--- config.mk ---
export PLATFORM = sky130hd
export DESIGN_NAME = dummy_accelerator_varlat
export DESIGN_NICKNAME = d
export VERILOG_FILES = /design/src/rtl/dummy_accelerator_varlat.sv
export SDC_FILE = /design/constraint.sdc
export NUM_CORES = 1
export LEC_CHECK = 0
export CAP_MARGIN = 0
export CORE_MARGIN = 5
export CORE_UTILIZATION = 52
export DETAILED_ROUTE_END_ITERATION = 8
export GPL_TIMING_DRIVEN = 0
export PLACE_DENSITY = 0.77
export SLEW_MARGIN = 20
export SYNTH_ARGS = -nofsm -noshare
export SYNTH_HDL_FRONTEND = slang
export SYNTH_SLANG_ARGS = --single-unit
export TNS_END_PERCENT = 5
--- constraint.sdc ---
create_clock -name clk_i -period 2.8 [get_ports clk_i]
set_input_delay 0.28 -clock clk_i [delete_from_list [all_inputs] [get_ports clk_i]]
set_output_delay 0.28 -clock clk_i [all_outputs]
set_load 0.01 [all_outputs]
--- src/rtl/dummy_accelerator_varlat.sv ---
// Variable-latency dummy accelerator: in-order circular buffer of XOR/ADD results with countdowns.
// Optional perf counters (done_cnt_o, stall_cnt_o) enabled by defining DUMMY_ACC_PERF_CNT_EN.
module dummy_accelerator_varlat #(
  parameter int unsigned WIDTH     = 32,
  parameter int unsigned IMM_WIDTH = 11,
  parameter int unsigned LAT_WIDTH = 5,
  parameter int unsigned DEPTH     = 4,
  parameter type         TagType_t = logic
) (
  input  logic                 clk_i,
  input  logic                 rst_ni,
  input  logic                 flush_i,
  input  logic                 valid_i,
  output logic                 ready_o,
  input  logic [WIDTH-1:0]     rs1_value_i,
  input  logic [IMM_WIDTH-1:0] imm_i,
  input  TagType_t             tag_i,
  output logic                 valid_o,
  input  logic                 ready_i,
  output logic [WIDTH-1:0]     result_o,
  output TagType_t             tag_o,
  output logic                 busy_o
`ifdef DUMMY_ACC_PERF_CNT_EN
  ,
  output logic [31:0]          done_cnt_o,
  output logic [31:0]          stall_cnt_o
`endif
);

  localparam int unsigned PtrW = $clog2(DEPTH);
  localparam int unsigned CntW = PtrW + 1;

  logic [WIDTH-1:0]     r_res [DEPTH];
  TagType_t             r_tag [DEPTH];
  logic [LAT_WIDTH-1:0] r_cd  [DEPTH];
  logic [DEPTH-1:0]     r_occ;
  logic [PtrW-1:0]      r_wr_ptr;
  logic [PtrW-1:0]      r_rd_ptr;
  logic [CntW-1:0]      r_count;
  logic                 r_init;

  logic                 w_full;
  logic                 w_empty;
  logic                 w_push;
  logic                 w_pop;
  logic [LAT_WIDTH-1:0] w_lat;
  logic [LAT_WIDTH-1:0] w_cd_init;
  logic [WIDTH-1:0]     w_zimm;
  logic [WIDTH-1:0]     w_op_res;
  logic [DEPTH-1:0]     w_occ_d;

  // DEPTH is a power of two, so the count MSB alone marks a full buffer
  assign w_full  = r_count[PtrW];
  assign w_empty = (r_count == '0);

  assign w_lat     = imm_i[LAT_WIDTH-1:0];
  assign w_cd_init = (w_lat == '0) ? '0 : w_lat - 1'b1;
  assign w_zimm    = {{(WIDTH-IMM_WIDTH){1'b0}}, imm_i};
  assign w_op_res  = imm_i[IMM_WIDTH-1] ? (rs1_value_i + w_zimm) : (rs1_value_i ^ w_zimm);

  // r_init holds ready_o low until the first edge after reset release
  assign ready_o = r_init && !w_full && !flush_i;
  assign valid_o = !w_empty && (r_cd[r_rd_ptr] == '0);
  assign busy_o  = !w_empty;
  assign w_push  = valid_i && ready_o;
  assign w_pop   = valid_o && ready_i && !flush_i;

  always_comb begin
    result_o = '0;
    tag_o    = '0;
    if (!w_empty) begin
      result_o = r_res[r_rd_ptr];
      tag_o    = r_tag[r_rd_ptr];
    end
  end

  always_comb begin
    w_occ_d = r_occ;
    if (w_pop)  w_occ_d[r_rd_ptr] = 1'b0;
    if (w_push) w_occ_d[r_wr_ptr] = 1'b1;
  end

  always_ff @(posedge clk_i or negedge rst_ni) begin
    if (!rst_ni) begin
      r_wr_ptr <= '0;
      r_rd_ptr <= '0;
      r_count  <= '0;
      r_occ    <= '0;
      r_init   <= 1'b0;
      for (int i = 0; i < DEPTH; i++) begin
        r_res[i] <= '0;
        r_tag[i] <= '0;
        r_cd[i]  <= '0;
      end
    end else begin
      r_init <= 1'b1;
      if (flush_i) begin
        r_wr_ptr <= '0;
        r_rd_ptr <= '0;
        r_count  <= '0;
        r_occ    <= '0;
      end else begin
        // Countdowns run regardless of back-pressure
        for (int i = 0; i < DEPTH; i++) begin
          if (r_occ[i] && (r_cd[i] != '0)) r_cd[i] <= r_cd[i] - 1'b1;
        end
        if (w_push) begin
          r_res[r_wr_ptr] <= w_op_res;
          r_tag[r_wr_ptr] <= tag_i;
          r_cd[r_wr_ptr]  <= w_cd_init;
          r_wr_ptr        <= r_wr_ptr + 1'b1;
        end
        if (w_pop) r_rd_ptr <= r_rd_ptr + 1'b1;
        r_count <= r_count + {{(CntW-1){1'b0}}, w_push} - {{(CntW-1){1'b0}}, w_pop};
        r_occ   <= w_occ_d;
      end
    end
  end

`ifdef DUMMY_ACC_PERF_CNT_EN
  logic [31:0] r_done_cnt;
  logic [31:0] r_stall_cnt;

  always_ff @(posedge clk_i or negedge rst_ni) begin
    if (!rst_ni) begin
      r_done_cnt  <= '0;
      r_stall_cnt <= '0;
    end else if (flush_i) begin
      r_done_cnt  <= '0;
      r_stall_cnt <= '0;
    end else begin
      if (w_pop)                r_done_cnt  <= r_done_cnt + 1'b1;
      if (valid_o && !ready_i)  r_stall_cnt <= r_stall_cnt + 1'b1;
    end
  end

  assign done_cnt_o  = r_done_cnt;
  assign stall_cnt_o = r_stall_cnt;
`endif

endmodule

==> results.json <==
{
  "status": "finished, final reports clean",
  "synth_cells": 890,
  "antenna_found_initial": 0,
  "dieArea_sq_mm": 0.0195,
  "reg2reg_depth": 10,
  "rsz0062_at_grt": "true",
  "drv_slew": 0,
  "seq_area_frac_synth_pct": 46.9,
  "total_power_mw": 7.30,
  "die_h_um": 140,
  "root_buffer": "clkbuf_16",
  "period_needed_ps": 2750,
  "p_leak_nw": 4.66,
  "slowest_stage": "clkdlybuf4s50_1",
  "grt_usage_pct": 25.3,
  "grt_first_pass_wirelength_mm": 39.3,
  "final_util_pct": 65.4,
  "synth_enable_flop_cells": 0,
  "drc_errors": 0,
  "drt_iter0_drc": 733,
  "min_from": "flush_i",
  "mostFrequentLayoutCells": "163 x nand2_1, 163 x dfrtp_1, 135 x o21ai_0",
  "fin_crit_sh_pct": 98.2,
  "yosys_warnings": 0,
  "fin_skew_ps": 11.4,
  "die_w_um": 140,
  "critPathCaptureType": "output pin",
  "timing.rr.end": "r_count[1]",
  "finalHoldViolCount": 0,
  "rr_startpoint": "r_cd[10]",
  "ff2ff_setup_slack_ps": 60,
  "min_to": "r_cd[5]",
  "wire_per_inst_um": 20.1,
  "worst_setup_path_start_kind": "register",
  "power_per_cell_area_mw_per_mm2": 676,
  "async_flop_share_pct": 100,
  "relSlewSlack_pct": 51.3,
  "setup_ws_ps": 50.4,
  "path_clk_slew_ps": 70,
  "drv_cap": 0,
  "max_freq_mhz": 364,
  "cts_tree": "done",
  "fin_tns_setup_ps": 0,
  "vias": 7476,
  "synth_cell_types": 63,
  "place_hpwl_mm": 16.6,
  "crit_buf_inv": 3,
  "htree_levels": 4,
  "hold_depth": 3,
  "setup.worst_path.start": "r_rd_ptr[1]",
  "syn-cell-area_sq_mm": 0.00875,
  "yosys.area.top_type": "dfrtp_1",
  "grt_pass1_vias": 7451,
  "ios": 85,
  "critPathMaxStageDelay_ps": 470,
  "crit_chain": "clkbuf_2 > clkbuf_4 > mux4_2 > and2_1 > clkdlybuf4s50_1",
  "synth_ff_type": "dfrtp_1",
  "arrival_ps": 2470,
  "diodes": 0,
  "port_buffers": 83,
  "crit_family": "buffers and inverters",
  "ys_ff_latch": 164,
  "cp.required_ps": 2520,
  "firstDrtPassIters": 5,
  "cts_buffer_depth": 2,
  "grt.overflow.total": 0,
  "ant_nets": 0,
  "routed_via_density": 6.07,
  "avgSynthCellArea_sq_um": 9.83,
  "ir_worst_vdd_v": 0.000520,
  "cts_sinks": 164,
  "pre_cts_slack_ps": -575,
  "gp_congestion": 0.868,
  "nNetsFinal": 1075,
  "synth_top_area_share_pct": 46.9,
  "clock_latency_ps": 440,
  "worstHoldPathType": "in -> reg",
  "final_layout_size_suffix_gt1_share_pct": 12.1,
  "cts_buffers": 17,
  "worst_pin_slew_ps": 730,
  "core_sq_mm": 0.0165,
  "crit_type": "reg -> out",
  "synth_fp_nets": 967,
  "synth_area_leaders": "dfrtp_1 47%, mux4_2 8.5%, o21ai_0 7.7%",
  "grt_max_degree": 91,
  "wl_mm": 24.7,
  "finalSetupViolCount": 0,
  "cp_max_fo": 10,
  "area_growth_pct": 23.5,
  "start_util_pct": 52.9,
  "placementRows": 47
}
layout make-up:
type	count	area (sq um)
buffer	52	292
clock buffer	21	480
clock inverter	11	194
fill	1298	5720
inverter	34	128
multi-input combinational	640	4420
sequential	164	4110
tap	220	275
timing repair buffer	89	908
flip-flops by register name, indices dropped and copies added (netlist names):
signal / count
r_cd: 20
r_count: 3
r_init: 1
r_occ: 4
r_rd_ptr: 2
r_res: 128
r_tag: 4
r_wr_ptr: 2
report_power, final:
part	total, mW	switching, mW	internal (mW)
sequential	3.18	0.306	2.87
clock	2.66	0.979	1.68
combinational	1.46	0.749	0.713
layer usage:
layer / global-route usage [%] / share of wire [%]
met1: 33.2 / 41
met2: 40.9 / 49
met3: 5.80 / 6.7
met4: 10.4 / 3.1
met5: 0 / 0
worst reg2reg max path, cell delays in order, from the launching register on:
cell and delay, ps:
dfrtp_1 390, or3_4 400, o41ai_4 460, o2111ai_4 190, nor2_2 140, ha_1 240
inv_1 60, ha_1 130, inv_1 50, fa_2 510, nor2_1 40
through the flow:
step / area, sq um / hold WS, ps / instances
CTS: 10600 / 365 / 1227
finish: 10800 / 374 / 1231
detailed placement: 9890 / 340 / 1194
global route: 10800 / 428 / 1231
floorplan: 8750 / -15.6 / 890
global placement: 9850 / 454 / 1193
cells by family (layout without fill, tap and decap cells):
logic type	after synthesis	count (layout)	share of synthesized area [%]
AO/OA/AOI/OAI	241	241	16.3
XOR/XNOR	33	33	3.30
adder cells (fa/ha/maj)	28	28	4.18
buffers and inverters	86	207	4.08
flip-flops	164	164	46.9
multiplexers	41	41	9.51
other	1	1	0.0429
AND/OR/NAND/NOR	296	296	15.6
how the worst max path moves through the flow:
stage	endpoint	cells past startpoint
detailed placement	r_count[2]	12
CTS	result_o[13]	5
global placement	r_res[15]	1
global route	r_count[1]	10
finish	result_o[13]	5
floorplan	r_count[2]	12
cell usage after synthesis (all sizes together) (3+ instances only):
cell type / instances
dfrtp: 164
o21ai: 135
o211ai: 4
a211oi: 4
and2: 38
nor3: 7
clkbuf: 47
xnor2: 24
mux2: 7
a21oi: 32
o22a: 5
mux4: 33
nand2: 164
ha: 26
nor2b: 5
xor2: 9
and4: 3
or3: 4
buf: 4
and3: 11
o32ai: 3
o311ai: 5
o31ai: 8
o21a: 3
a311oi: 5
nand4: 7
a21o: 4
nand3: 8
o22ai: 3
a31oi: 14
nor2: 40
inv: 32
repair_timing:
| action | 4_1_cts | 5_1_grt |
|---|---|---|
| hold endpoints to repair | 89 | 0 |
| hold buffers | 1 | 0 |
| gates resized for setup | 22 | 30 |
| buffers inserted | 0 | 4 |
| pin swaps | 2 | 11 |
| endpoints found under the setup margin | 62 | 68 |
| gates cloned | 0 | 0 |
Power figures use the tool's default switching activity.
